`config.mk`:
```
export PLATFORM = sky130hd
export DESIGN_NAME = param_symbol_serializer_flat
export DESIGN_NICKNAME = d
export VERILOG_FILES = /design/src/rtl/param_symbol_serializer_pkg.sv /design/src/rtl/param_symbol_serializer_if.sv /design/src/rtl/param_symbol_serializer_shift.sv /design/src/rtl/param_symbol_serializer.sv /design/src/flat_wrapper.sv
export SDC_FILE = /design/constraint.sdc
export NUM_CORES = 1
export LEC_CHECK = 0
export BUFFER_PORTS_ARGS = -buffer_cell sky130_fd_sc_hd__buf_4
export CAP_MARGIN = 5
export CORE_MARGIN = 4
export CORE_UTILIZATION = 50
export CTS_BUF_LIST = sky130_fd_sc_hd__clkbuf_4 sky130_fd_sc_hd__clkbuf_8
export DETAILED_ROUTE_END_ITERATION = 7
export PLACE_DENSITY = 0.7
export SYNTH_ARGS = -nofsm -noshare
export SYNTH_HDL_FRONTEND = slang
export SYNTH_SLANG_ARGS = --single-unit
export TNS_END_PERCENT = 10
```
`constraint.sdc`:
```
create_clock -name clk -period 2.8 [get_ports clk]
set_clock_uncertainty 0.2 [all_clocks]
set_input_delay 0.14 -clock clk [delete_from_list [all_inputs] [get_ports clk]]
set_output_delay 0.14 -clock clk [all_outputs]
set_load 0.01 [all_outputs]
```
`src/rtl/param_symbol_serializer_pkg.sv`:
```
// Shared serdes definitions for the encryptor-to-modulator path:
// cipher block width, symbol widths of the supported constellations
// and the serializer state encoding.
package zmodem_serdes_pkg;

    localparam int AES_BLOCK_W = 128;

    localparam int SYM_W_QPSK  = 2;
    localparam int SYM_W_QAM16 = 4;
    localparam int SYM_W_QAM64 = 6;

    typedef enum logic {
        IDLE = 1'b0,
        TX   = 1'b1
    } ser_state_t;

endpackage

```
`src/rtl/param_symbol_serializer_if.sv`:
```
// Block/symbol handshake bundle between the encryptor, the serializer
// and the modulator. The slave modport is the serializer's view.
interface param_symbol_serializer_if
    import zmodem_serdes_pkg::*;
#(
    parameter int BLOCK_W = AES_BLOCK_W,
    parameter int SYM_W   = SYM_W_QPSK
);

    logic [BLOCK_W-1:0] cipher_data;
    logic               load_en;
    logic               buffer_ready;
    logic [SYM_W-1:0]   symbol_data;
    logic               symbol_valid;
    logic               mod_req;
    logic               block_done;
    logic               overrun;

    modport slave (
        input  cipher_data,
        input  load_en,
        input  mod_req,
        output buffer_ready,
        output symbol_data,
        output symbol_valid,
        output block_done,
        output overrun
    );

    modport master (
        output cipher_data,
        output load_en,
        output mod_req,
        input  buffer_ready,
        input  symbol_data,
        input  symbol_valid,
        input  block_done,
        input  overrun
    );

endinterface

```
`src/rtl/param_symbol_serializer_shift.sv`:
```
// Active-path shift register: loads a whole block, presents one symbol
// from the selected end and counts the symbols still to come after it.
module sym_shift_unit
    import zmodem_serdes_pkg::*;
#(
    parameter int BLOCK_W   = AES_BLOCK_W,
    parameter int SYM_W     = SYM_W_QPSK,
    parameter bit MSB_FIRST = 1'b1,
    parameter int NSYM      = BLOCK_W / SYM_W,
    parameter int CNT_W     = (NSYM > 1) ? $clog2(NSYM) : 1
) (
    input  logic               clk,
    input  logic               reset,
    input  logic               load,
    input  logic               clear,
    input  logic               shift,
    input  logic [BLOCK_W-1:0] load_data,
    output logic [SYM_W-1:0]   sym,
    output logic [CNT_W-1:0]   cnt
);

    logic [BLOCK_W-1:0] shreg;

    // Clear wins so an idle serializer always presents a zero symbol.
    always_ff @(posedge clk) begin
        if (reset || clear) begin
            shreg <= '0;
            cnt   <= '0;
        end else if (load) begin
            shreg <= load_data;
            cnt   <= CNT_W'(NSYM - 1);
        end else if (shift) begin
            shreg <= MSB_FIRST ? (shreg << SYM_W) : (shreg >> SYM_W);
            cnt   <= cnt - CNT_W'(1);
        end
    end

    if (MSB_FIRST) begin : g_msb
        assign sym = shreg[BLOCK_W-1 -: SYM_W];
    end else begin : g_lsb
        assign sym = shreg[SYM_W-1:0];
    end

endmodule

```
`src/rtl/param_symbol_serializer.sv`:
```
// Cipher block to symbol serializer with a one-block holding register so
// the next block can be queued during transmission and streamed gaplessly.
module param_symbol_serializer
    import zmodem_serdes_pkg::*;
#(
    parameter int BLOCK_W   = AES_BLOCK_W,
    parameter int SYM_W     = SYM_W_QPSK,
    parameter bit MSB_FIRST = 1'b1
) (
    input  logic                      clk,
    input  logic                      reset,
    param_symbol_serializer_if.slave  bus
);

    localparam int NSYM  = BLOCK_W / SYM_W;
    localparam int CNT_W = (NSYM > 1) ? $clog2(NSYM) : 1;

    if (BLOCK_W % SYM_W != 0) begin : g_bad_width
        $error("BLOCK_W must be a multiple of SYM_W");
    end

    ser_state_t         state;
    logic [BLOCK_W-1:0] hold_reg;
    logic               hold_full;
    logic               block_done_q;
    logic               overrun_q;

    logic [CNT_W-1:0]   cnt;
    logic [SYM_W-1:0]   sym;

    logic               accept;
    logic               consume;
    logic               last_sym;
    logic               su_load;
    logic               su_shift;
    logic               su_clear;
    logic [BLOCK_W-1:0] su_data;

    assign accept   = bus.load_en && !hold_full;
    assign consume  = (state == TX) && bus.mod_req;
    assign last_sym = consume && (cnt == '0);

    // The active register reloads from idle or at a block boundary; the held
    // block has precedence over a simultaneous fresh load at the boundary.
    assign su_load  = ((state == IDLE) && accept) || (last_sym && (hold_full || accept));
    assign su_data  = (last_sym && hold_full) ? hold_reg : bus.cipher_data;
    assign su_shift = consume && (cnt != '0);
    assign su_clear = last_sym && !hold_full && !accept;

    sym_shift_unit #(
        .BLOCK_W   (BLOCK_W),
        .SYM_W     (SYM_W),
        .MSB_FIRST (MSB_FIRST),
        .NSYM      (NSYM),
        .CNT_W     (CNT_W)
    ) u_active (
        .clk       (clk),
        .reset     (reset),
        .load      (su_load),
        .clear     (su_clear),
        .shift     (su_shift),
        .load_data (su_data),
        .sym       (sym),
        .cnt       (cnt)
    );

    // Transmit FSM, holding register management and status pulses.
    always_ff @(posedge clk) begin
        if (reset) begin
            state        <= IDLE;
            hold_reg     <= '0;
            hold_full    <= 1'b0;
            block_done_q <= 1'b0;
            overrun_q    <= 1'b0;
        end else begin
            block_done_q <= last_sym;
            overrun_q    <= bus.load_en && hold_full;
            case (state)
                IDLE: begin
                    if (accept) begin
                        state <= TX;
                    end
                end
                TX: begin
                    if (last_sym) begin
                        if (hold_full) begin
                            hold_full <= 1'b0;
                        end else if (!accept) begin
                            state <= IDLE;
                        end
                    end else if (accept) begin
                        hold_reg  <= bus.cipher_data;
                        hold_full <= 1'b1;
                    end
                end
                default: state <= IDLE;
            endcase
        end
    end

    assign bus.buffer_ready = !hold_full;
    assign bus.symbol_valid = (state == TX);
    assign bus.symbol_data  = sym;
    assign bus.block_done   = block_done_q;
    assign bus.overrun      = overrun_q;

endmodule

```
`src/flat_wrapper.sv`:
```
// flat-port wrapper written by rule: the top's interface ports become plain ports
module param_symbol_serializer_flat import zmodem_serdes_pkg::*;
#(
    parameter int BLOCK_W   = AES_BLOCK_W,
    parameter int SYM_W     = SYM_W_QPSK,
    parameter bit MSB_FIRST = 1'b1
)
  (clk, reset, bus_cipher_data, bus_load_en, bus_mod_req, bus_buffer_ready, bus_symbol_data, bus_symbol_valid, bus_block_done, bus_overrun);
  param_symbol_serializer_if #(.BLOCK_W(BLOCK_W), .SYM_W(SYM_W)) bus_i ();
  input  logic clk;
  input  logic reset;
  input wire logic [$bits(bus_i.cipher_data)-1:0] bus_cipher_data;
  input wire logic [$bits(bus_i.load_en)-1:0] bus_load_en;
  input wire logic [$bits(bus_i.mod_req)-1:0] bus_mod_req;
  output wire logic [$bits(bus_i.buffer_ready)-1:0] bus_buffer_ready;
  output wire logic [$bits(bus_i.symbol_data)-1:0] bus_symbol_data;
  output wire logic [$bits(bus_i.symbol_valid)-1:0] bus_symbol_valid;
  output wire logic [$bits(bus_i.block_done)-1:0] bus_block_done;
  output wire logic [$bits(bus_i.overrun)-1:0] bus_overrun;
  assign bus_i.cipher_data = bus_cipher_data;
  assign bus_i.load_en = bus_load_en;
  assign bus_i.mod_req = bus_mod_req;
  assign bus_buffer_ready = bus_i.buffer_ready;
  assign bus_symbol_data = bus_i.symbol_data;
  assign bus_symbol_valid = bus_i.symbol_valid;
  assign bus_block_done = bus_i.block_done;
  assign bus_overrun = bus_i.overrun;
  param_symbol_serializer #(.BLOCK_W(BLOCK_W), .SYM_W(SYM_W), .MSB_FIRST(MSB_FIRST)) u_core (.clk(clk), .reset(reset), .bus(bus_i));
endmodule
```
==> impl_metrics.env, run 1 <==
export IMPL_hold_slack_ns=0.205
export IMPL_multi_input_comb_area_um2=6520
export IMPL_io_buffer_count=137
export IMPL_fill_cells=2065
export IMPL_worstPathMaxFanout=48
export IMPL_htreeDepth=2
export IMPL_tns_ns=0
export IMPL_worstMarginPinSlew_ns=0.682
export IMPL_startpoint_type="flop"
export IMPL_worst_path_stages=7
export IMPL_synth_distinct_cells=38
export IMPL_rows=57
export IMPL_synthToLayoutAreaGrowth_pct=27.1
export IMPL_synth_area_um2=12600
export IMPL_reg2reg_depth=7
export IMPL_period_needed_ns=2.54
export IMPL_core_um2=24600
export IMPL_synth_seq_cells=266
export IMPL_netlist_instances=1551
export IMPL_antenna_found_initial=0
export IMPL_first_global_vias=12500
export IMPL_seqCellArea_um2=5330
export IMPL_outcome="completed"
export IMPL_yosys_area_top_type="dfxtp_1"
export IMPL_ys_warn_count=0
export IMPL_cts_sinks=266
export IMPL_crit_required_ns=3.05
export IMPL_hold_depth=4
export IMPL_worstSetupEndpointType="flop"
export IMPL_post_layout_nonfiller_instances=2047
export IMPL_power_density_nw_per_um2=594
export IMPL_cts_buffer_depth=3
export IMPL_cpPeakStageDelay_ns=0.42
export IMPL_clk_pin_slew_ns=0.06
export IMPL_post_place_cells=1841
export IMPL_dp_hpwl_um=19700
export IMPL_cts_root_buf="clkbuf_8"
export IMPL_path_cells="inv_1, ha_1, or3b_1, o41a_2, buf_4, a21o_1, a21oi_1"
export IMPL_ir_worst_vdd_mv=0.351
export IMPL_holdCritStartpoint="bus_cipher_data[73]"
export IMPL_start_util_pct=51.3
export IMPL_critPathBufInv=2
export IMPL_n_antenna_cell=0
export IMPL_dieArea_um2=27900
export IMPL_drive_above_1_share_pct=15.2
export IMPL_cp_top_family="compound AO/OA/AOI/OAI gates"
export IMPL_drt_iter0_markers=1221
export IMPL_grt_max_degree=133
export IMPL_cts_buffers=45
export IMPL_grt_overflow=0
export IMPL_final_util_pct=65.2
export IMPL_synthTopCellsByArea="dfxtp_1 (42%), a21oi_1 (10%), a32oi_1 (8.7%)"
export IMPL_post_route_period_util_pct=90.6
export IMPL_crit_type="flop to flop"
export IMPL_wl_met3_um=2650
export IMPL_slew_limit_headroom_pct=54.6
export IMPL_nets=1828
export IMPL_critPathArrivalTime_ns=2.79
export IMPL_hold_path_class="input port to flop"
export IMPL_detail_route_wl_per_cell_um=19.2
export IMPL_dr_pass1_iters=5
export IMPL_slew_violations=0
export IMPL_die_w_um=167
export IMPL_final_setup_viol_count=0
export IMPL_grt_use_total_pct=26.5
export IMPL_drv_cap=0
export IMPL_ant_nets=0
export IMPL_yosysTopAreaCellShare_pct=42.2
export IMPL_die_height_um=167
export IMPL_critical_path_slowest_cell="o41a_2"
export IMPL_wl_met2_um=18700
export IMPL_gp_congestion=0.794
export IMPL_drt_total_wl_um=39300
export IMPL_fmaxAchievable_ghz=0.394
export IMPL_hold_viol=0
export IMPL_top_layer="met4"
export IMPL_crit_path_start="u_core.u_active.cnt[0]$_SDFFE_PP0P_"
export IMPL_cts_resized=0
export IMPL_synthesis_nets=1684
export IMPL_m1WireLength_um=17300
export IMPL_drcViolationCount=0
export IMPL_rsz0062_at_grt="false"
export IMPL_num_vias=13000
export IMPL_io_pins=138
export IMPL_regToRegStartpoint="u_core.u_active.cnt[0]$_SDFFE_PP0P_"
export IMPL_seq_area_frac_synth_pct=42.2
export IMPL_viasPerCell=6.37
export IMPL_cts_tree="yes"
export IMPL_p_leak_nw=5.52
export IMPL_grt_pass1_wl_um=63900
export IMPL_clock_latency_ns=0.54
export IMPL_synth_area_per_cell_um2=8.14
## cells in the mapped netlist
master     number
dfxtp_1       266
a21oi_1       264
nand2_1       260
clkbuf_1      168
a21o_1        129
nand4_1       128
o31ai_1       128
a32oi_1       126
buf_2          20
buf_6           8
buf_1           6
nand3_1         6
nor2_1          6
buf_4           4
a31oi_1         3
inv_1           3
o21ai_0         3
a31o_2          2
or3b_2          2
a2111oi_0       1
a211oi_1        1
a221oi_2        1
a311oi_1        1
a41o_1          1
and2_1          1
and3_1          1
ha_1            1
mux2i_1         1
nand3b_1        1
nand4b_1        1
nor3b_1         1
nor3b_2         1
nor4_1          1
o41a_1          1
o41ai_1         1
or2_1           1
or3_1           1
or3b_1          1
## through the flow
stage / power, mW / area, µm² / worst slack (ns)
detailed placement: 5.90 / 13800 / 0.322
CTS: 9.56 / 16000 / 0.271
global route: 9.92 / 16000 / 0.134
floorplan: 5.29 / 12600 / 0.598
finish: 9.53 / 16000 / 0.263
global placement: 5.89 / 13800 / 0.350
## layout make-up
cell class | instances | area share [%]
Clock inverter | 6 | 0.359
Multi-Input combinational cell | 1076 | 40.6
Inverter | 3 | 0.0702
Tap cell | 324 | 2.53
Sequential cell | 266 | 33.2
Timing Repair Buffer | 303 | 18.0
Clock buffer | 69 | 5.25
## worst min-delay path: stages
cell	delay (ns)
dlygate4sd3_1	0.52
buf_4	0.11
nand2_1	0.04
a21oi_1	0.10
## placed cells by master (no fill, tap or decap), drive strengths merged, types with 2 or more instances in the layout
master	Yosys	final
a21o	129	129
a21oi	264	264
a31o	2	2
a31oi	3	3
a32oi	126	126
buf	38	172
clkbuf	168	69
clkinv	0	4
dfxtp	266	266
dlygate4sd3	0	131
inv	3	3
nand2	260	260
nand3	6	6
nand4	128	128
nor2	6	6
nor3b	2	2
o21ai	3	3
o31ai	128	128
or3b	3	3
## metal layers
metal / vias up / GRT usage (%)
met3: 53 / 4.05
met1: 6313 / 35.9
met4: 0 / 7.33
li1: 6153 / -
met2: 529 / 44.1
met5: - / 0
## path summary, 6_finish.rpt
kind                                                              end  slack [ns]
worst min-delay path                 u_core.hold_reg[73]$_SDFFE_PP0P_        0.20
worst min register to register       u_core.hold_reg[77]$_SDFFE_PP0P_        0.26
worst max-delay path            u_core.u_active.shreg[5]$_SDFFE_PP0P_        0.26
worst max register to register  u_core.u_active.shreg[5]$_SDFFE_PP0P_        0.26
## timing repair
| item | CTS | global route |
|---|---|---|
| buffers inserted | 0 | 0 |
| endpoints found under the hold margin | 265 | 0 |
| hold buffers | 131 | 0 |
## where the power goes
part	leakage, nW	internal (mW)	switching, mW
Clock	0.482	1.99	1.53
Combinational	2.86	0.688	1.13
Sequential	2.17	4.03	0.150
Total	5.52	6.72	2.81
## kinds of logic (layout without fill, tap and decap cells)
family / after synthesis / count (layout) / synth area share, %
buffers and inverters: 209 / 381 / 7.00
multiplexers: 1 / 1 / 0.0793
AND/OR/NAND/NOR: 412 / 412 / 15.2
AO/OA/AOI/OAI: 662 / 662 / 35.4
adder cells (fa/ha/maj): 1 / 1 / 0.0990
flip-flops: 266 / 266 / 42.2
(Power assumes the default switching activity.)
==> inputs of run 2 (changes only) <==
- MAX_ROUTING_LAYER: unset -> met4
==> impl_metrics.env, run 2 (synthesized netlist as in run 1, its figures left out) <==
export IMPL_core_um2=24600
export IMPL_worstSetupEndpointType="flop"
export IMPL_first_global_vias=12500
export IMPL_htreeDepth=2
export IMPL_rows=57
export IMPL_cts_buffer_depth=3
export IMPL_grt_max_degree=133
export IMPL_dieArea_um2=27900
export IMPL_detail_route_wl_per_cell_um=19.2
export IMPL_ir_worst_vdd_mv=0.359
export IMPL_final_cell_mix="dfxtp_1 (266), a21oi_1 (263), nand2_1 (260)"
export IMPL_cts_sinks=266
export IMPL_cts_tree="yes"
export IMPL_hold_slack_ns=0.205
export IMPL_dr_pass1_iters=5
export IMPL_drive_above_1_share_pct=15.2
export IMPL_wl_met2_um=18800
export IMPL_p_leak_nw=5.52
export IMPL_grt_pass1_wl_um=63800
export IMPL_rsz0062_at_grt="false"
export IMPL_stdcell_area_um2=16000
export IMPL_m1WireLength_um=17300
export IMPL_io_buffer_count=137
export IMPL_grt_use_total_pct=27.2
export IMPL_clk_pin_slew_ns=0.06
export IMPL_tns_ns=0
export IMPL_post_route_period_util_pct=91.4
export IMPL_dp_hpwl_um=19700
export IMPL_post_layout_nonfiller_instances=2047
export IMPL_start_util_pct=51.3
export IMPL_power_density_nw_per_um2=594
export IMPL_seqCellArea_um2=5330
export IMPL_io_pins=138
export IMPL_nets=1828
export IMPL_worstPathMaxFanout=48
export IMPL_viasPerCell=6.39
export IMPL_outcome="completed"
export IMPL_slew_violations=0
export IMPL_clock_latency_ns=0.54
export IMPL_antenna_found_initial=0
export IMPL_worstMarginPinSlew_ns=0.702
export IMPL_post_place_cells=1841
export IMPL_fill_cells=2065
export IMPL_critPathArrivalTime_ns=2.81
export IMPL_post_dp_cell_area_um2=13800
export IMPL_worst_slack_ns=0.241
export IMPL_reg2reg_slack_ns=0.24
export IMPL_final_util_pct=65.2
export IMPL_die_height_um=167
export IMPL_drcViolationCount=0
export IMPL_multi_input_comb_area_um2=6520
export IMPL_num_vias=13100
export IMPL_synthToLayoutAreaGrowth_pct=27.1
export IMPL_place_ws_ns=0.322
export IMPL_grt_overflow=0
export IMPL_n_antenna_cell=0
export IMPL_cts_root_buf="clkbuf_8"
export IMPL_crit_type="flop to flop"
export IMPL_fmaxAchievable_ghz=0.391
export IMPL_slew_limit_headroom_pct=53.2
export IMPL_wl_met3_um=2640
export IMPL_period_needed_ns=2.56
export IMPL_gp_congestion=0.805
export IMPL_cts_buffers=45
export IMPL_hold_path_class="input port to flop"
export IMPL_drt_total_wl_um=39400
export IMPL_power_mw=9.53
export IMPL_ant_nets=0
export IMPL_drv_cap=0
export IMPL_final_setup_viol_count=0
export IMPL_die_w_um=167
export IMPL_hold_viol=0
export IMPL_crit_required_ns=3.05
export IMPL_top_layer="met4"
export IMPL_final_common_cell="dfxtp_1"
export IMPL_startpoint_type="flop"
export IMPL_drt_iter0_markers=1123
-- run 2: cell counts in the layout (fill, tap and decap cells not counted) --
Identical to the previous run, type by type.
-- run 2: where the power goes --
group	internal, mW	switching, mW
clock	1.99	1.53
combinational	0.688	1.14
sequential	4.03	0.149
total	6.72	2.81
-- run 2: per-layer routing --
layer / vias up / GRT usage, %
met3: 56 / 3.82
li1: 6153 / -
met4: 0 / 7.33
met2: 547 / 44.3
met1: 6328 / 35.7
met5: - / -
-- run 2: final timing paths --
kind                                                     startpoint  cells after the start                                     to
worst min-delay path                            bus_cipher_data[73]                      4       u_core.hold_reg[73]$_SDFFE_PP0P_
worst max-delay path            u_core.u_active.cnt[0]$_SDFFE_PP0P_                      7  u_core.u_active.shreg[5]$_SDFFE_PP0P_
worst max register to register  u_core.u_active.cnt[0]$_SDFFE_PP0P_                      7  u_core.u_active.shreg[5]$_SDFFE_PP0P_
worst min register to register     u_core.hold_reg[58]$_SDFFE_PP0P_                      2       u_core.hold_reg[58]$_SDFFE_PP0P_
-- run 2: critical path: stages (launching register included) --
cell and delay, ns:
dfxtp_1 0.34, inv_1 0.08, ha_1 0.31, or3b_1 0.39, o41a_2 0.42, buf_4 0.31
a21o_1 0.22, a21oi_1 0.17
-- run 2: final cells by class --
cell class,count,share of cell area [%]
multi-input combinational,1076,40.6
sequential,266,33.2
timing repair buffer,303,18.0
clock buffer,69,5.25
tap,324,2.53
clock inverter,6,0.359
inverter,3,0.0702
-- run 2: repair_timing --
action,CTS,global route
resized for setup,0,0
hold buffers,131,0
hold endpoints to repair,265,0
endpoints found under the setup margin,0,0
setup buffers,0,0
==> inputs of run 3 (changes only) <==
- clock period: 2.8 -> 3.3 ns (I/O delays scaled with it)
==> impl_metrics.env, run 3 (synthesized netlist as in run 1, its figures left out) <==
export IMPL_worstSetupEndpointType="flop"
export IMPL_cts_buffers=46
export IMPL_grt_max_degree=129
export IMPL_dieArea_um2=27900
export IMPL_final_setup_viol_count=0
export IMPL_grt_use_total_pct=27.7
export IMPL_drv_cap=0
export IMPL_final_cell_mix="dfxtp_1 (266), a21oi_1 (263), nand2_1 (260)"
export IMPL_nets=1825
export IMPL_grt_pass1_wl_um=64400
export IMPL_dr_pass1_iters=5
export IMPL_crit_required_ns=3.58
export IMPL_first_global_vias=12500
export IMPL_fill_cells=2097
export IMPL_rsz0062_at_grt="false"
export IMPL_reg2reg_slack_ns=0.60
export IMPL_worstPathMaxFanout=89
export IMPL_power_switching_mw=2.41
export IMPL_final_common_cell="dfxtp_1"
export IMPL_seqCellArea_um2=5330
export IMPL_ant_nets=0
export IMPL_startpoint_type="flop"
export IMPL_p_leak_nw=5.43
export IMPL_crit_path_start="u_core.u_active.cnt[0]$_SDFFE_PP0P_"
export IMPL_num_vias=13100
export IMPL_cts_buffer_depth=3
export IMPL_critPathArrivalTime_ns=2.98
export IMPL_io_buffer_count=137
export IMPL_power_density_nw_per_um2=503
export IMPL_post_route_period_util_pct=81.8
export IMPL_rows=57
export IMPL_cell_internal_pwr_mw=5.57
export IMPL_cpPeakStageDelay_ns=0.45
export IMPL_crit_type="flop to flop"
export IMPL_n_antenna_cell=0
export IMPL_hold_viol=0
export IMPL_p_clk_share_pct=36.3
export IMPL_crit_end="u_core.u_active.shreg[81]$_SDFFE_PP0P_"
export IMPL_drcViolationCount=0
export IMPL_multi_input_comb_area_um2=6520
export IMPL_cts_tree="yes"
export IMPL_critical_path_slowest_cell="buf_4"
export IMPL_fmaxAchievable_ghz=0.370
export IMPL_drive_above_1_share_pct=14.8
export IMPL_viasPerCell=6.43
export IMPL_final_util_pct=64.6
export IMPL_slew_violations=0
export IMPL_worstMarginPinSlew_ns=1.08
export IMPL_postCtsSetupBuffers=0
export IMPL_period_needed_ns=2.70
export IMPL_worst_path_stages=7
export IMPL_cts_root_buf="clkbuf_8"
export IMPL_hold_path_class="input port to flop"
export IMPL_path_cells="inv_1, ha_1, or3b_1, o41a_2, buf_4, a21o_1, a21oi_1"
export IMPL_cts_resized=0
export IMPL_hold_buffers=130
export IMPL_core_um2=24600
export IMPL_slew_limit_headroom_pct=27.9
export IMPL_die_w_um=167
export IMPL_p_sw_share_pct=30.2
export IMPL_dp_hpwl_um=19900
export IMPL_clock_latency_ns=0.56
export IMPL_antenna_found_initial=0
export IMPL_r2r_end="u_core.u_active.shreg[81]$_SDFFE_PP0P_"
export IMPL_reg2reg_depth=7
export IMPL_drt_iter0_markers=1400
export IMPL_die_height_um=167
export IMPL_detail_route_wl_per_cell_um=19.5
export IMPL_regToRegStartpoint="u_core.u_active.cnt[0]$_SDFFE_PP0P_"
export IMPL_tns_ns=0
export IMPL_cts_sinks=266
export IMPL_critPathBufInv=2
export IMPL_gp_congestion=0.801
export IMPL_seqPwrFrac_pct=44.5
export IMPL_synthToLayoutAreaGrowth_pct=25.7
export IMPL_clk_pin_slew_ns=0.06
export IMPL_start_util_pct=51.3
export IMPL_io_pins=138
export IMPL_ir_worst_vdd_mv=0.325
export IMPL_cp_top_family="compound AO/OA/AOI/OAI gates"
export IMPL_htreeDepth=2
export IMPL_pwr_share_comb_pct=19.3
export IMPL_drt_total_wl_um=39700
export IMPL_outcome="completed"
export IMPL_grt_overflow=0
[run 3: changes by cell type in the layout (fill, tap and decap cells not counted), sizes merged]
cell	previous run	this run
clkinvlp	1	2
clkbuf	69	63
inv	3	4
clkinv	4	2
dlygate4sd3	131	130
buf	172	169
[run 3: stage by stage]
step / hold WS, ns / instances / total power [mW] / instance area (µm²) / setup WS (ns)
floorplan: 0.0861 / 1551 / 4.49 / 12600 / 1.10
global placement: 0.222 / 1838 / 4.98 / 13700 / 0.675
detailed placement: 0.230 / 1838 / 5.00 / 13700 / 0.633
CTS: 0.0506 / 2037 / 7.98 / 15900 / 0.614
global route: 0.0817 / 2037 / 8.30 / 15900 / 0.447
finish: 0.0539 / 2037 / 7.98 / 15900 / 0.600
[run 3: worst reg2reg max path: stages (launching register included)]
cell	delay [ns]
dfxtp_1	0.34
inv_1	0.08
ha_1	0.31
or3b_1	0.39
o41a_2	0.39
buf_4	0.45
a21o_1	0.33
a21oi_1	0.13
[run 3: how the worst min path moves through the flow]
stage,start,end,cells after the start
CTS,reset,u_core.bus.overrun$_SDFF_PP0_,3
floorplan,bus_load_en,u_core.bus.overrun$_SDFF_PP0_,2
global placement,bus_cipher_data[109],u_core.hold_reg[109]$_SDFFE_PP0P_,3
global route,reset,u_core.bus.overrun$_SDFF_PP0_,3
finish,reset,u_core.bus.overrun$_SDFF_PP0_,3
detailed placement,bus_cipher_data[15],u_core.hold_reg[15]$_SDFFE_PP0P_,3
[run 3: cell type report]
cell class	instances	area share [%]
multi-input combinational	1076	41.0
timing repair buffer	299	17.5
tap	324	2.55
inverter	3	0.0709
clock buffer	63	4.91
clock inverter	6	0.402
sequential	266	33.5
[run 3: layer usage]
metal  share of wire, %  track usage (%)
met5                  0                -
met4                1.9             8.04
met3                7.2             3.74
met2                 47             44.0
met1                 44             37.1
[run 3: power groups by stage]
| stage | clock, mW | sequential, mW | combinational, mW |
|---|---|---|---|
| floorplan | 0 | 3.57 | 0.918 |
| global placement | 0 | 3.61 | 1.37 |
| detailed placement | 0 | 3.61 | 1.38 |
| CTS | 2.92 | 3.54 | 1.51 |
| global route | 3.08 | 3.57 | 1.65 |
| finish | 2.90 | 3.55 | 1.54 |
